[src/rtl/cfg_pkg.sv]
// cfg_pkg: shared FSM state type and byte width for the config-chain loader
package cfg_pkg;
  localparam int BYTE_W = 8;
  typedef enum logic [1:0] {IDLE, LOAD, SHIFT, DONE} state_t;
endpackage

[src/rtl/ccff_rb_packer.sv]
// ccff_rb_packer: packs sampled chain-tail bits MSB-first into readback bytes
module ccff_rb_packer
  import cfg_pkg::*;
(
  input  logic              prog_clk,
  input  logic              pReset,
  input  logic              sample_en,
  input  logic              bit_in,
  input  logic              flush,
  output logic [BYTE_W-1:0] data,
  output logic              valid
);
  logic [BYTE_W-2:0] sr;
  logic [2:0]        n;
  logic [BYTE_W-1:0] nxt;
  logic              last;
  assign nxt  = {sr, bit_in};
  assign last = flush || n == 3'd7;
  // collect bits; emit a full byte, or a left-aligned zero-padded partial byte on flush
  always_ff @(posedge prog_clk) begin
    if (!pReset) begin
      sr    <= '0;
      n     <= '0;
      data  <= '0;
      valid <= 1'b0;
    end else begin
      valid <= sample_en && last;
      if (sample_en) begin
        sr <= last ? '0 : nxt[BYTE_W-2:0];
        n  <= last ? 3'd0 : n + 3'd1;
        if (last) data <= nxt << (3'd7 - n);
      end
    end
  end
endmodule

[src/rtl/ccff_chain_loader.sv]
// ccff_chain_loader: streams a byte bitstream MSB-first into the config chain and packs readback
module ccff_chain_loader
  import cfg_pkg::*;
#(
  parameter int CHAIN_LEN = 512,
  parameter int CNT_W     = $clog2(CHAIN_LEN + 1)
) (
  input  logic              prog_clk,
  input  logic              pReset,
  input  logic              start,
  input  logic [BYTE_W-1:0] bs_data,
  input  logic              bs_valid,
  output logic              bs_ready,
  output logic              ccff_head,
  input  logic              ccff_tail,
  output logic              cfg_shift_en,
  output logic [BYTE_W-1:0] rb_data,
  output logic              rb_valid,
  output logic              busy,
  output logic              done
);
  state_t            state;
  logic [BYTE_W-1:0] sh;
  logic [2:0]        bpos;
  logic [CNT_W-1:0]  cnt;
  logic              shifting, last_chain, byte_end, fire, go;
  assign shifting     = state == SHIFT;
  assign last_chain   = cnt == CNT_W'(CHAIN_LEN - 1);
  assign byte_end     = bpos == 3'd7;
  assign bs_ready     = state == LOAD || (shifting && byte_end && !last_chain);
  assign fire         = bs_valid && bs_ready;
  assign go           = start && (state == IDLE || state == DONE);
  assign ccff_head    = sh[BYTE_W-1];
  assign cfg_shift_en = shifting;
  assign busy         = state == LOAD || state == SHIFT;
  assign done         = state == DONE;
  // FSM, byte serializer and saturating shift counter; sh only moves on a shift so the head holds during stalls
  always_ff @(posedge prog_clk) begin
    if (!pReset) begin
      state <= IDLE;
      sh    <= '0;
      bpos  <= '0;
      cnt   <= '0;
    end else begin
      if (go) begin
        state <= LOAD;
        cnt   <= '0;
      end
      if (fire) begin
        sh    <= bs_data;
        bpos  <= '0;
        state <= SHIFT;
      end
      if (shifting) begin
        if (cnt != CNT_W'(CHAIN_LEN)) cnt <= cnt + CNT_W'(1);
        if (last_chain) state <= DONE;
        else if (!byte_end) begin
          sh   <= sh << 1;
          bpos <= bpos + 3'd1;
        end else if (!fire) state <= LOAD;
      end
    end
  end
  ccff_rb_packer u_rb (
    .prog_clk (prog_clk),
    .pReset   (pReset),
    .sample_en(shifting),
    .bit_in   (ccff_tail),
    .flush    (shifting && last_chain),
    .data     (rb_data),
    .valid    (rb_valid)
  );
endmodule

[config.mk]
export PLATFORM = sky130hd
export DESIGN_NAME = ccff_chain_loader
export DESIGN_NICKNAME = d
export VERILOG_FILES = /design/src/rtl/cfg_pkg.sv /design/src/rtl/ccff_rb_packer.sv /design/src/rtl/ccff_chain_loader.sv
export SDC_FILE = /design/constraint.sdc
export NUM_CORES = 1
export LEC_CHECK = 0
export BUFFER_PORTS_ARGS = -buffer_cell sky130_fd_sc_hd__buf_2
export CAP_MARGIN = 20
export CORE_MARGIN = 3
export CORE_UTILIZATION = 55
export CTS_CLUSTER_SIZE = 12
export DETAILED_ROUTE_END_ITERATION = 12
export GPL_TIMING_DRIVEN = 0
export PLACE_DENSITY = 0.76
export SLEW_MARGIN = 10
export SYNTH_ARGS = -nofsm -noshare
export SYNTH_HDL_FRONTEND = slang
export SYNTH_SLANG_ARGS = --single-unit
[constraint.sdc]
create_clock -name prog_clk -period 5.1 [get_ports prog_clk]
set_input_delay 0.255 -clock prog_clk [delete_from_list [all_inputs] [get_ports prog_clk]]
set_output_delay 0.255 -clock prog_clk [all_outputs]
set_load 0.01 [all_outputs]
==> summary.md <==
| Metric | Value |
|---|---|
| Finished Cell Area | `about 2500 sq um` |
| Routed Antenna Nets | `0` |
| Worst Hold Class | `primary input to flip-flop` |
| Area delta synth->final | `12.9%` |
| Clock skew | `0.00588 ns` |
| Critical path data arrival time | `roughly 2.2 ns` |
| Chip width | `just under 70 um` |
| Inserted Diodes | `0` |
| Worst Setup Start Kind | `flip-flop` |
| Via count | `about 1900` |
| Simple-gate portion of the synthesized area | `0.194` |
| VDD IR-drop max | `0.161 mV` |
| GR Overflow Total | `0` |
| Most common cell after layout, fill and taps aside | `dfxtp_1` |
| Worst-path cell chain | `inv_1 -> ha_1 -> buf_4 -> inv_1 -> a41oi_1 -> nor2_1 -> o31ai_1` |
| #FFs+latches synth | `42` |
| Fin worst setup slack | `roughly 3.1 ns` |
| Tot Pwr | `644 uW` |
| Synthesized area per cell | `slightly below 9 sq um` |
| Nets@finish | `300` |
| Reg2Reg Capture Point | `cnt[9]` |
| Area after DPL | `roughly 2400 sq um` |
| Status | `completed` |
| Tot GR Track Use | `0.217` |
| Worst path bufs/invs | `3` |
| Yosys cell types | `47` |
| Endpoints failing setup | `0` |
| Yosys top cell area share | `0.386` |
| Most frequent cells in the layout | `dfxtp_1 (42), buf_2 (30), nand2_1 (26), o21ai_0 (24), nand3_1 (17)` |
| Gpl congestion | `just under 0.9` |
| DRT iter0 DRCs | `about 120` |
| Initial Util | `0.581` |
| Worst skew pair latency | `around 0.30 ns` |
| Fin. Hold Viols | `0` |
| Mux cell area share after synthesis | `0.0661` |
| Die ar. | `~4700 sq um` |
| Vias in the first global route | `between 1500 and 2000` |
| Sink Count | `42` |
| Min-Delay Path Depth | `3` |
| Share of layout cells above drive strength 1 | `0.194` |
| Drt pass-1 iters | `5` |
| Total Wirelength | `between 4000 and 5000 um` |
| Final period util | `0.388` |
| Top cells by area, synth | `dfxtp_1 (39%), o21ai_0 (5.5%), ha_1 (5.2%), nand2_1 (4.5%), mux4_2 (4.1%)` |
| Fraction of registers with async set or reset after synthesis | `0` |
| Post-cts sizing count | `0` |
| Top delay family on crit path | `compound AO/OA/AOI/OAI gates` |
| Num CTS Buffers | `5` |
| DIE HEIGHT | `just under 70 um` |
| Hold endpoint | `sh[0]` |
| Mapped Nets | `between 200 and 300` |
| Xor/xnor share of the synthesized area | `0.0201` |
| Synth Area in Compound Gates | `0.228` |
| CTS max path bufs | `2` |
| Setup_tns | `0 ns` |
| Ports | `27` |
| Clk pin slew, worst setup/hold paths | `~0.080 ns` |
| Port Buffers | `26` |
| Reg-to-reg slack, setup | `~3.1 ns` |
| Worst r2r path cells | `7` |
| Adder-cell share of the synthesized area | `0.0518` |
| Post-Syn Instances | `between 200 and 250` |
| Achievable Freq | `between 500 and 600 MHz` |
| Worst slack, placed | `3.15 ns` |
| EDFF count, synth | `0` |
| Synth Flop Type | `dfxtp_1` |
| Slew Viols, Final | `0` |
| H-tree Lvls | `2` |
| Initial antenna violation count | `0` |
| DR vias/cell | `5.85` |
| FP Rows | `22` |
| Global-route wire length before repair | `about 7600 um` |
| Largest net degree at the start of global routing | `13` |
| HPWL reported at the end of detailed placement | `roughly 3300 um` |
| CTS tree | `done` |
| Largest area contributor in the netlist | `dfxtp_1` |
| Fin crit period | `1.98 ns` |
| YS warnings | `0` |
| R2R Path Start | `state[0]` |
| FILL cells | `about 320` |
| Largest family of logic cells by synthesized area | `compound AO/OA/AOI/OAI gates` |
| Post-CTS Hold Fix Bufs | `0` |
| Slowest CP cell | `a41oi_1` |
| Clock root buffer | `clkbuf_8` |
| Kind of critical path | `flip-flop to flip-flop` |
| Crit end category | `flip-flop` |
| WL per Instance | `~14 um` |
| Hold path startpoint | `bs_data[0]` |
| Worst-Margin Slew | `0.658 ns` |
| Max-Cap Viols | `0` |
| Crit-path most repeated cell | `inv_1` |
| CP Launch Point | `state[0]` |
| CP max stage delay | `roughly 0.54 ns` |
| Leakage | `approximately 0.96 nW` |
| Slew headroom | `0.556` |
| Residual DRC | `0` |
| Pwr Density | `~260 nW/um^2` |
| Total core area | `roughly 3700 sq um` |
| CP max FO | `10` |
| Seq/Total Area, Yosys | `0.386` |
| RSZ-0062 raised after global routing | `false` |
| Setup Fix Bufs, Post-CTS | `0` |
| Critical path required time | `between 5 and 6 ns` |
| Post-Syn Area | `~2200 sq um` |
==> kinds of logic (layout without fill, tap and decap cells) <==
kind of cell,after synthesis,count (layout)
AND/OR/NAND/NOR,80,80
multiplexers,9,9
adder cells (fa/ha/maj),9,9
flip-flops,42,42
AO/OA/AOI/OAI,72,72
XOR/XNOR,5,5
buffers and inverters,28,62
==> report_power, final <==
group,internal (mW),switching [mW],total [mW]
Clock,0.109,0.113,0.222
Sequential,0.338,0.00586,0.344
Combinational,0.0308,0.0470,0.0778
Total,0.478,0.166,0.644
==> state kept, by name (all words and copies together), names as in the netlist <==
signal / cells
bpos: 3
u_rb.data: 8
u_rb.n: 3
u_rb.valid: 1
sh: 8
u_rb.sr: 7
state: 2
cnt: 10
==> layer usage <==
metal | global-route usage | wire length, um | up-vias
li1 | - | - | 963
met3 | 0.0600 | 275 | 6
met1 | 0.301 | 2160 | 892
met4 | 0.0633 | 47 | 0
met5 | 0 | 0 | -
met2 | 0.327 | 2190 | 53
==> worst max-delay path by stage <==
| stage | endpoint | slack [ns] | cells after the start |
|---|---|---|---|
| after floorplan | cnt[9] | 3.43 | 7 |
| after global placement | cnt[9] | 3.17 | 7 |
| after detailed placement | cnt[9] | 3.15 | 7 |
| after CTS | cnt[9] | 3.13 | 7 |
| after global routing | cnt[9] | 2.92 | 7 |
| final | cnt[9] | 3.12 | 7 |
==> worst min-delay path, cell delays in order <==
cell and delay (ns):
buf_2 0.09, nand3_1 0.05, a21oi_1 0.06
==> cells in the mapped netlist, types with 4 or more instances <==
library cell	number
dfxtp_1	42
nand2_1	26
o21ai_0	24
nand3_1	17
nor2_1	14
inv_1	11
clkbuf_1	9
ha_1	9
a31oi_1	8
a22oi_1	7
a21oi_1	6
o2bb2ai_1	5
buf_2	4
mux4_2	4
nand4_1	4
nor3_1	4
==> per-stage QoR <==
step | hold slack (ns) | util | std cells
detailed placement | 0.445 | 0.632 | 319
finish | 0.209 | 0.656 | 327
CTS | 0.206 | 0.656 | 327
global placement | 0.443 | 0.632 | 319
global route | 0.227 | 0.656 | 327
floorplan | 0.398 | - | 245
==> layout make-up <==
class | count | area [sq um] | share of cell area
Tap cell | 48 | 60.1 | 0.0244
Clock buffer | 7 | 86.3 | 0.0351
Timing Repair Buffer | 26 | 130 | 0.0530
Sequential cell | 42 | 841 | 0.342
Buffer | 17 | 76.3 | 0.0311
Clock inverter | 1 | 5.00 | 0.00204
Multi-Input combinational cell | 175 | 1220 | 0.495
Inverter | 11 | 41.3 | 0.0168
No activity file was read; power rests on OpenSTA's default activity.
